$ cat src/rtl/apb_master_arbiter.sv
// Two-requester APB master front-end: round-robin arbitration, registered
// command, APB setup/access sequencing and a pready timeout.
module apb_master_arbiter #(
  parameter int unsigned TIMEOUT = 32'd16,
  parameter int unsigned CNT_W   = 32'd8
) (
  input  logic        clk,
  input  logic        reset,
  input  logic        m0_req,
  input  logic [15:0] m0_addr,
  input  logic        m0_write,
  input  logic [15:0] m0_wdata,
  output logic        m0_done,
  output logic [15:0] m0_rdata,
  output logic        m0_err,
  input  logic        m1_req,
  input  logic [15:0] m1_addr,
  input  logic        m1_write,
  input  logic [15:0] m1_wdata,
  output logic        m1_done,
  output logic [15:0] m1_rdata,
  output logic        m1_err,
  output logic [15:0] paddr,
  output logic        pwrite,
  output logic        psel,
  output logic        penable,
  output logic [15:0] pwdata,
  input  logic [15:0] prdata,
  input  logic        pready
);

  typedef enum logic [1:0] {
    IDLE   = 2'd0,
    SETUP  = 2'd1,
    ACCESS = 2'd2,
    DONE   = 2'd3
  } state_t;

  localparam logic             TO_EN   = (TIMEOUT != 32'd0);
  localparam logic [CNT_W-1:0] TO_LAST = CNT_W'(TIMEOUT - 32'd1);

  state_t           state_r;
  logic             last_grant_r;
  logic             owner_r;
  logic [CNT_W-1:0] cnt_r;

  logic             any_req_s;
  logic             pick1_s;
  logic             timeout_s;
  logic [15:0]      rd_s;

  // Arbitration pick, read-data selection and timeout detection.
  always_comb begin
    any_req_s = m0_req | m1_req;
    // On a tie the requester that did not win last time goes next.
    if (m0_req && m1_req) begin
      pick1_s = ~last_grant_r;
    end else begin
      pick1_s = m1_req;
    end
    if (pwrite) begin
      rd_s = 16'h0000;
    end else begin
      rd_s = prdata;
    end
    timeout_s = TO_EN && (cnt_r == TO_LAST);
  end

  // Transaction FSM with all APB and requester outputs registered.
  always_ff @(posedge clk) begin
    if (reset) begin
      state_r      <= IDLE;
      last_grant_r <= 1'b1;
      owner_r      <= 1'b0;
      cnt_r        <= '0;
      paddr        <= 16'h0000;
      pwrite       <= 1'b0;
      pwdata       <= 16'h0000;
      psel         <= 1'b0;
      penable      <= 1'b0;
      m0_done      <= 1'b0;
      m0_rdata     <= 16'h0000;
      m0_err       <= 1'b0;
      m1_done      <= 1'b0;
      m1_rdata     <= 16'h0000;
      m1_err       <= 1'b0;
    end else begin
      m0_done  <= 1'b0;
      m0_rdata <= 16'h0000;
      m0_err   <= 1'b0;
      m1_done  <= 1'b0;
      m1_rdata <= 16'h0000;
      m1_err   <= 1'b0;
      case (state_r)
        IDLE: begin
          cnt_r   <= '0;
          penable <= 1'b0;
          if (any_req_s) begin
            owner_r      <= pick1_s;
            last_grant_r <= pick1_s;
            paddr        <= pick1_s ? m1_addr  : m0_addr;
            pwrite       <= pick1_s ? m1_write : m0_write;
            pwdata       <= pick1_s ? m1_wdata : m0_wdata;
            psel         <= 1'b1;
            state_r      <= SETUP;
          end else begin
            psel <= 1'b0;
          end
        end
        SETUP: begin
          psel    <= 1'b1;
          penable <= 1'b1;
          state_r <= ACCESS;
        end
        ACCESS: begin
          // pready wins over a timeout landing in the same cycle.
          if (pready) begin
            cnt_r   <= '0;
            psel    <= 1'b0;
            penable <= 1'b0;
            state_r <= DONE;
            if (owner_r) begin
              m1_done  <= 1'b1;
              m1_rdata <= rd_s;
            end else begin
              m0_done  <= 1'b1;
              m0_rdata <= rd_s;
            end
          end else if (timeout_s) begin
            cnt_r   <= '0;
            psel    <= 1'b0;
            penable <= 1'b0;
            state_r <= DONE;
            if (owner_r) begin
              m1_done <= 1'b1;
              m1_err  <= 1'b1;
            end else begin
              m0_done <= 1'b1;
              m0_err  <= 1'b1;
            end
          end else begin
            cnt_r <= cnt_r + CNT_W'(1'b1);
          end
        end
        DONE: begin
          psel    <= 1'b0;
          penable <= 1'b0;
          state_r <= IDLE;
        end
        default: begin
          psel    <= 1'b0;
          penable <= 1'b0;
          state_r <= IDLE;
        end
      endcase
    end
  end

endmodule

$ cat config.mk
export PLATFORM = sky130hd
export DESIGN_NAME = apb_master_arbiter
export DESIGN_NICKNAME = d
export VERILOG_FILES = /design/src/rtl/apb_master_arbiter.sv
export SDC_FILE = /design/constraint.sdc
export NUM_CORES = 1
export LEC_CHECK = 0
export CORE_UTILIZATION = 40
export CTS_CLUSTER_SIZE = 28
export DETAILED_ROUTE_END_ITERATION = 10
export GPL_ROUTABILITY_DRIVEN = 0
export GPL_TIMING_DRIVEN = 0
export PLACE_DENSITY = 0.87
export SLEW_MARGIN = 10
export SYNTH_ARGS = -nofsm -noshare
export SYNTH_HDL_FRONTEND = slang
export SYNTH_SLANG_ARGS = --single-unit
$ cat constraint.sdc
create_clock -name clk -period 3.1 [get_ports clk]
set_input_delay 0.62 -clock clk [delete_from_list [all_inputs] [get_ports clk]]
set_output_delay 0.62 -clock clk [all_outputs]
set_load 0.05 [all_outputs]
# Yosys cells after proc, flatten, opt, wreduce, memory -nomap -nowiden
# Cells that the tools add are included.
# totals
inputBits,87
latch_bits,0
romBits,0
register_bits,83
mem_count,0
ram_bits,0
# classes
eq_ne,6
order_cmp,0
multipliers,0
bitwise_logic,5
mux,23
addsub,1
div_mod_pow,0
reduce_logical,10
shift,0
# ops
operator,count
two-way mux 16 bit,3
two-way mux 8 bit,2
one-hot mux 8 bit (2 select lines),1
two-way mux 1 bit,11
adder 8 x 1 -> 8 bit (second input constant),1
== test 8 x 4 -> 1 bit (second input constant),1
one-hot mux 2 bit (4 select lines),1
OR reduction 4 bit,2
two-way mux 2 bit,3
== test 2 bit (second input constant),2
NOT 1 bit,4
one-hot mux 1 bit (4 select lines),1
AND reduction 2 bit,2
OR reduction 2 bit,2
inequality test 3 bit (second input constant),1
one-hot mux 1 bit (3 select lines),1
OR reduction 3 bit,1
== test 2 x 1 -> 1 bit (second input constant),1
logical NOT 2 bit,1
inequality test 2 bit (second input constant),1
nonzero test 2 bit,1
logical AND 1 bit,1
bitwise OR 1 bit,1

# Depth between registers and ports, before layout
# logic_depth
ltp_word,4
mapped_depth,7
mapped_depth_nobuf,6

# Worst setup path after synthesis
# Ideal clock, no wire load.
# synth_timing
path_type,register -> register
from,register state_r[0]
to,register paddr[10]
setup_slack_ns,1.622
path_buffers,3
setup_ns,0.134
stages_incl_launch_ff,8
arrival_time_ns,1.344
path_cell_list,dfxtp_1 > inv_1 > ha_1 > clkbuf_2 > nor2b_1 > buf_2 > buf_2 > a211oi_1
# synth_via
elab_chain_len,2
# synth_rtl
element,line_no,text
"start, declared",42,state_t state_r;
"start signal, assigned",72,state_r <= IDLE;
"start signal, assigned",105,state_r <= SETUP;
"start signal, assigned",113,state_r <= ACCESS;
logical NOT 2 bit,94,case (state_r)
AND reduction 2 bit (no line),n/a,
"end signal, assigned",101,paddr <= pick1_s ? m1_addr : m0_addr;
"end, declared",23,"output logic [15:0] paddr,"
# Every way passes these cells.
# A chain may end at the register's enable or synchronous reset.

# Worst setup path in the final report
# layout_timing
from,register pwrite
to,output port pwrite
# layout_lines
element,line_no,text
"start, declared",24,"output logic pwrite,"
"start signal, assigned",102,pwrite <= pick1_s ? m1_write : m0_write;
# No word-level cell between the ends.

==> flow_summary_export.csv <==
group,metric,value,unit
sta,hold_viol_final,0,
clock_tree,cts_setup_buffers,0,
worst_setup_path,cp_slowest_cell,"clkdlybuf4s50_1",
sta,finalCritPeriodShare,0.736,
cells_and_area,utilization,0.661,
worst_setup_path,r2r-end,"pwdata[11]$_SDFFE_PP0P_",
placement,placed_cells,586,
worst_setup_path,r2r-start,"state_r[0]$_SDFFE_PP0P_",
worst_setup_path,critPathCaptureType,"output port",
drt,vias,2932,
grt,grt_pass1_vias,2931,
sta,max_freq,0.438,GHz
yosys,seq_area_frac_synth,0.514,
yosys,synth-async-reset-ratio,0,
cells_and_area,layout-drive-gt1-share,0.0740,
sta,fin_skew,0.0121,ns
yosys,synth-seq-cells,83,
power_and_ir_drop,p_leak,1.97,nW
grt,grt_max_degree,17,
cells_and_area,multiInputGateArea,1420,um2
clock_tree,holdBufCountCts,0,
sta,tightest_slew,0.575,ns
drt,post_drt_via_cell_ratio,4.87,
drt,drt-initial-drc-count,92,
drt,wirelength,8740,um
yosys,synth_edf_count,0,
sta,setup_tns,0,ns
worst_setup_path,reg2reg_depth,7,
clock_tree,cts_max_level,3,
clock_tree,cts_root_buffer,"clkbuf_8",
power_and_ir_drop,vdd_drop_max,0.477,mV
clock_tree,cts_sinks,83,
worst_setup_path,critPathArrivalTime,1.66,ns
worst_setup_path,crit_fanout,9,
floorplanning,dieArea,8440,um2
worst_setup_path,max_stage_delay,0.85,ns
drt,wl_per_cell,14.5,um
floorplanning,die_x,91.9,um
min_path,hp-start,"psel$_SDFFE_PP0P_",
power_and_ir_drop,power.density,781,nW/um2
worst_setup_path,cp.required,2.48,ns
drt,drcViolationCount,0,
worst_setup_path,cp-start-kind,"register",
placement,dp_hpwl,6740,um
clock_tree,cts_resized,0,
yosys,synth_ff_type,"dfxtp_1",
worst_setup_path,critical_path_class,"register to output port",
sta,slew_headroom,0.617,
clock_tree,clk_path_buf_depth,2,
clock_tree,clkSlewWorstSetupHoldPaths,0.09,ns
cells_and_area,antenna_cells,0,
yosys,synth_cells,327,
floorplanning,core-area,7770,um2
grt,antenna_found_initial,0,
grt,track_usage,0.208,
min_path,holdPathEnd,"psel$_SDFFE_PP0P_",
yosys,synth_cell_type_count,43,
sta,setup_violations,0,
grt,overflow,0,
clock_tree,cts_tree,"done",
yosys,yosys_warnings,0,
floorplanning,ios,158,
sta,rsz0062_at_grt,"no",
worst_setup_path,crit_buf_inv,1,
sta,slew_viol_final,0,
min_path,whs_path_depth,2,
outcome,status,"complete, no violations",
floorplanning,die_h,91.9,um
job,max_cap_violations,0,
worst_setup_path,crit_chain,"clkdlybuf4s50_1",
worst_setup_path,r2r_slack,1.19,ns
drt,drt_first_pass_iters,4,
floorplanning,rows,32,
cells_and_area,n_fill_cell,627,
min_path,hp-class,"register to register",
placement,io_buffers,157,
yosys,synthesis.nets,419,
clock_tree,clock_latency,0.34,ns
grt,grt_pass1_wl,13900,um
cells_and_area,syn2layout_area_growth,58.9,%
yosys,synth_area_per_cell,9.88,um2
worst_setup_path,critPathTopFamily,"buffers and inverters",
cells_and_area,nets,587,
yosys,syn_area,3230,um2
floorplanning,start_util,0.416,
cells_and_area,seq_area,1660,um2
drt,ant_nets,0,
worst_setup_path,cp.depth,1,
sta,fin_crit,2.28,ns
cells_and_area,instances_no_fill,602,
clock_tree,cts_buffers,9,
[cell type report]
cell class,count,share of cell area
Buffer,21,0.0268
Multi-Input combinational cell,220,0.277
Clock buffer,9,0.0241
Timing Repair Buffer,157,0.306
Tap cell,102,0.0249
Inverter,3,0.00219
Sequential cell,83,0.324
Clock inverter,7,0.0158
[metrics by stage]
stage                     power, mW  instance area, um2  setup slack, ns  hold slack [ns]
after floorplan                2.60                3230             1.62            0.426
after global placement         3.18                4930            0.839            0.449
after detailed placement       3.24                4930            0.808            0.457
after CTS                      4.03                5130            0.814            0.474
after global routing           4.22                5130            0.750            0.504
final                          4.01                5130            0.818            0.472
[sequential cells by signal (all words and copies together) (netlist names)]
register      cells
m0_rdata         16
pwrite            1
state_r           2
pwdata           16
m1_rdata         16
cnt_r             8
m0_done           1
paddr            16
owner_r           1
penable           1
psel              1
m1_done           1
m0_err            1
m1_err            1
last_grant_r      1
[synthesized netlist by cell type (2+ instances only)]
library cell  instances  share of area
ha_1                  5          0.019
dfxtp_1              83           0.51
nand2_1               4         0.0046
and3_2                2         0.0046
clkbuf_1              6         0.0070
a31oi_1               2         0.0039
nor4_1                2         0.0039
xor2_1                2         0.0054
inv_1                 3         0.0035
nand4b_1              2         0.0054
a211oi_1             34          0.079
buf_2                 7          0.011
o21ai_0               2         0.0031
buf_6                 3          0.010
nor2_1               80          0.093
mux2i_1              36           0.11
nand3_1               4         0.0062
a21oi_1               4         0.0062
nand2b_1             20          0.039
nor2b_1               3         0.0058
[layout by cell type (no fill, tap or decap), drive strengths merged, types with 5 or more instances in the layout]
cell           count
buf               11
inv                7
nand2b            20
nor2              80
a211oi            34
clkdlybuf4s50    157
ha                 5
mux2i             36
a21oi              6
dfxtp             83
clkbuf            18
[worst max-delay path by stage]
stage	startpoint	to	slack, ns
4_1_cts	pwrite$_SDFFE_PP0P_	pwrite	0.81
2_1_floorplan	state_r[0]$_SDFFE_PP0P_	paddr[10]$_SDFFE_PP0P_	1.62
3_5_place_dp	m0_req	pwdata[11]$_SDFFE_PP0P_	0.81
3_3_place_gp	m0_req	pwdata[9]$_SDFFE_PP0P_	0.84
5_1_grt	pwrite$_SDFFE_PP0P_	pwrite	0.75
6_report	pwrite$_SDFFE_PP0P_	pwrite	0.82
[worst reg2reg max path, stage by stage, from the launching register on]
cell and delay (ns):
dfxtp_1 0.33, inv_1 0.12, ha_1 0.16, clkbuf_2 0.20
nor2b_1 0.27, buf_2 0.26, buf_2 0.30, a211oi_1 0.14
[per-layer routing]
metal / track usage / vias to the layer above / wire [um]
li1: - / 1457 / -
met1: 0.237 / 1347 / 3520
met2: 0.381 / 116 / 4510
met3: 0.0514 / 12 / 578
met4: 0.0651 / 0 / 132
met5: 0 / - / 0
[power breakdown]
group	internal, mW	total (mW)	switching [mW]	leakage, nW
registers	1.26	1.36	0.107	0.678
logic	0.683	1.86	1.18	1.19
clock network	0.385	0.787	0.402	0.101
[cell families (layout without fill, tap and decap cells)]
| kind of cell | after synthesis | count (layout) | share of synthesized area |
|---|---|---|---|
| and+or+nand+nor | 123 | 123 | 0.179 |
| DFF | 83 | 83 | 0.514 |
| AOI/OAI and AO/OA | 54 | 54 | 0.125 |
| muxes | 36 | 36 | 0.112 |
| buffers and inverters | 24 | 197 | 0.0461 |
| adders and majority gates | 5 | 5 | 0.0194 |
| xor gates and xnor gates | 2 | 2 | 0.00542 |
No activity file was read; power rests on OpenSTA's default activity.
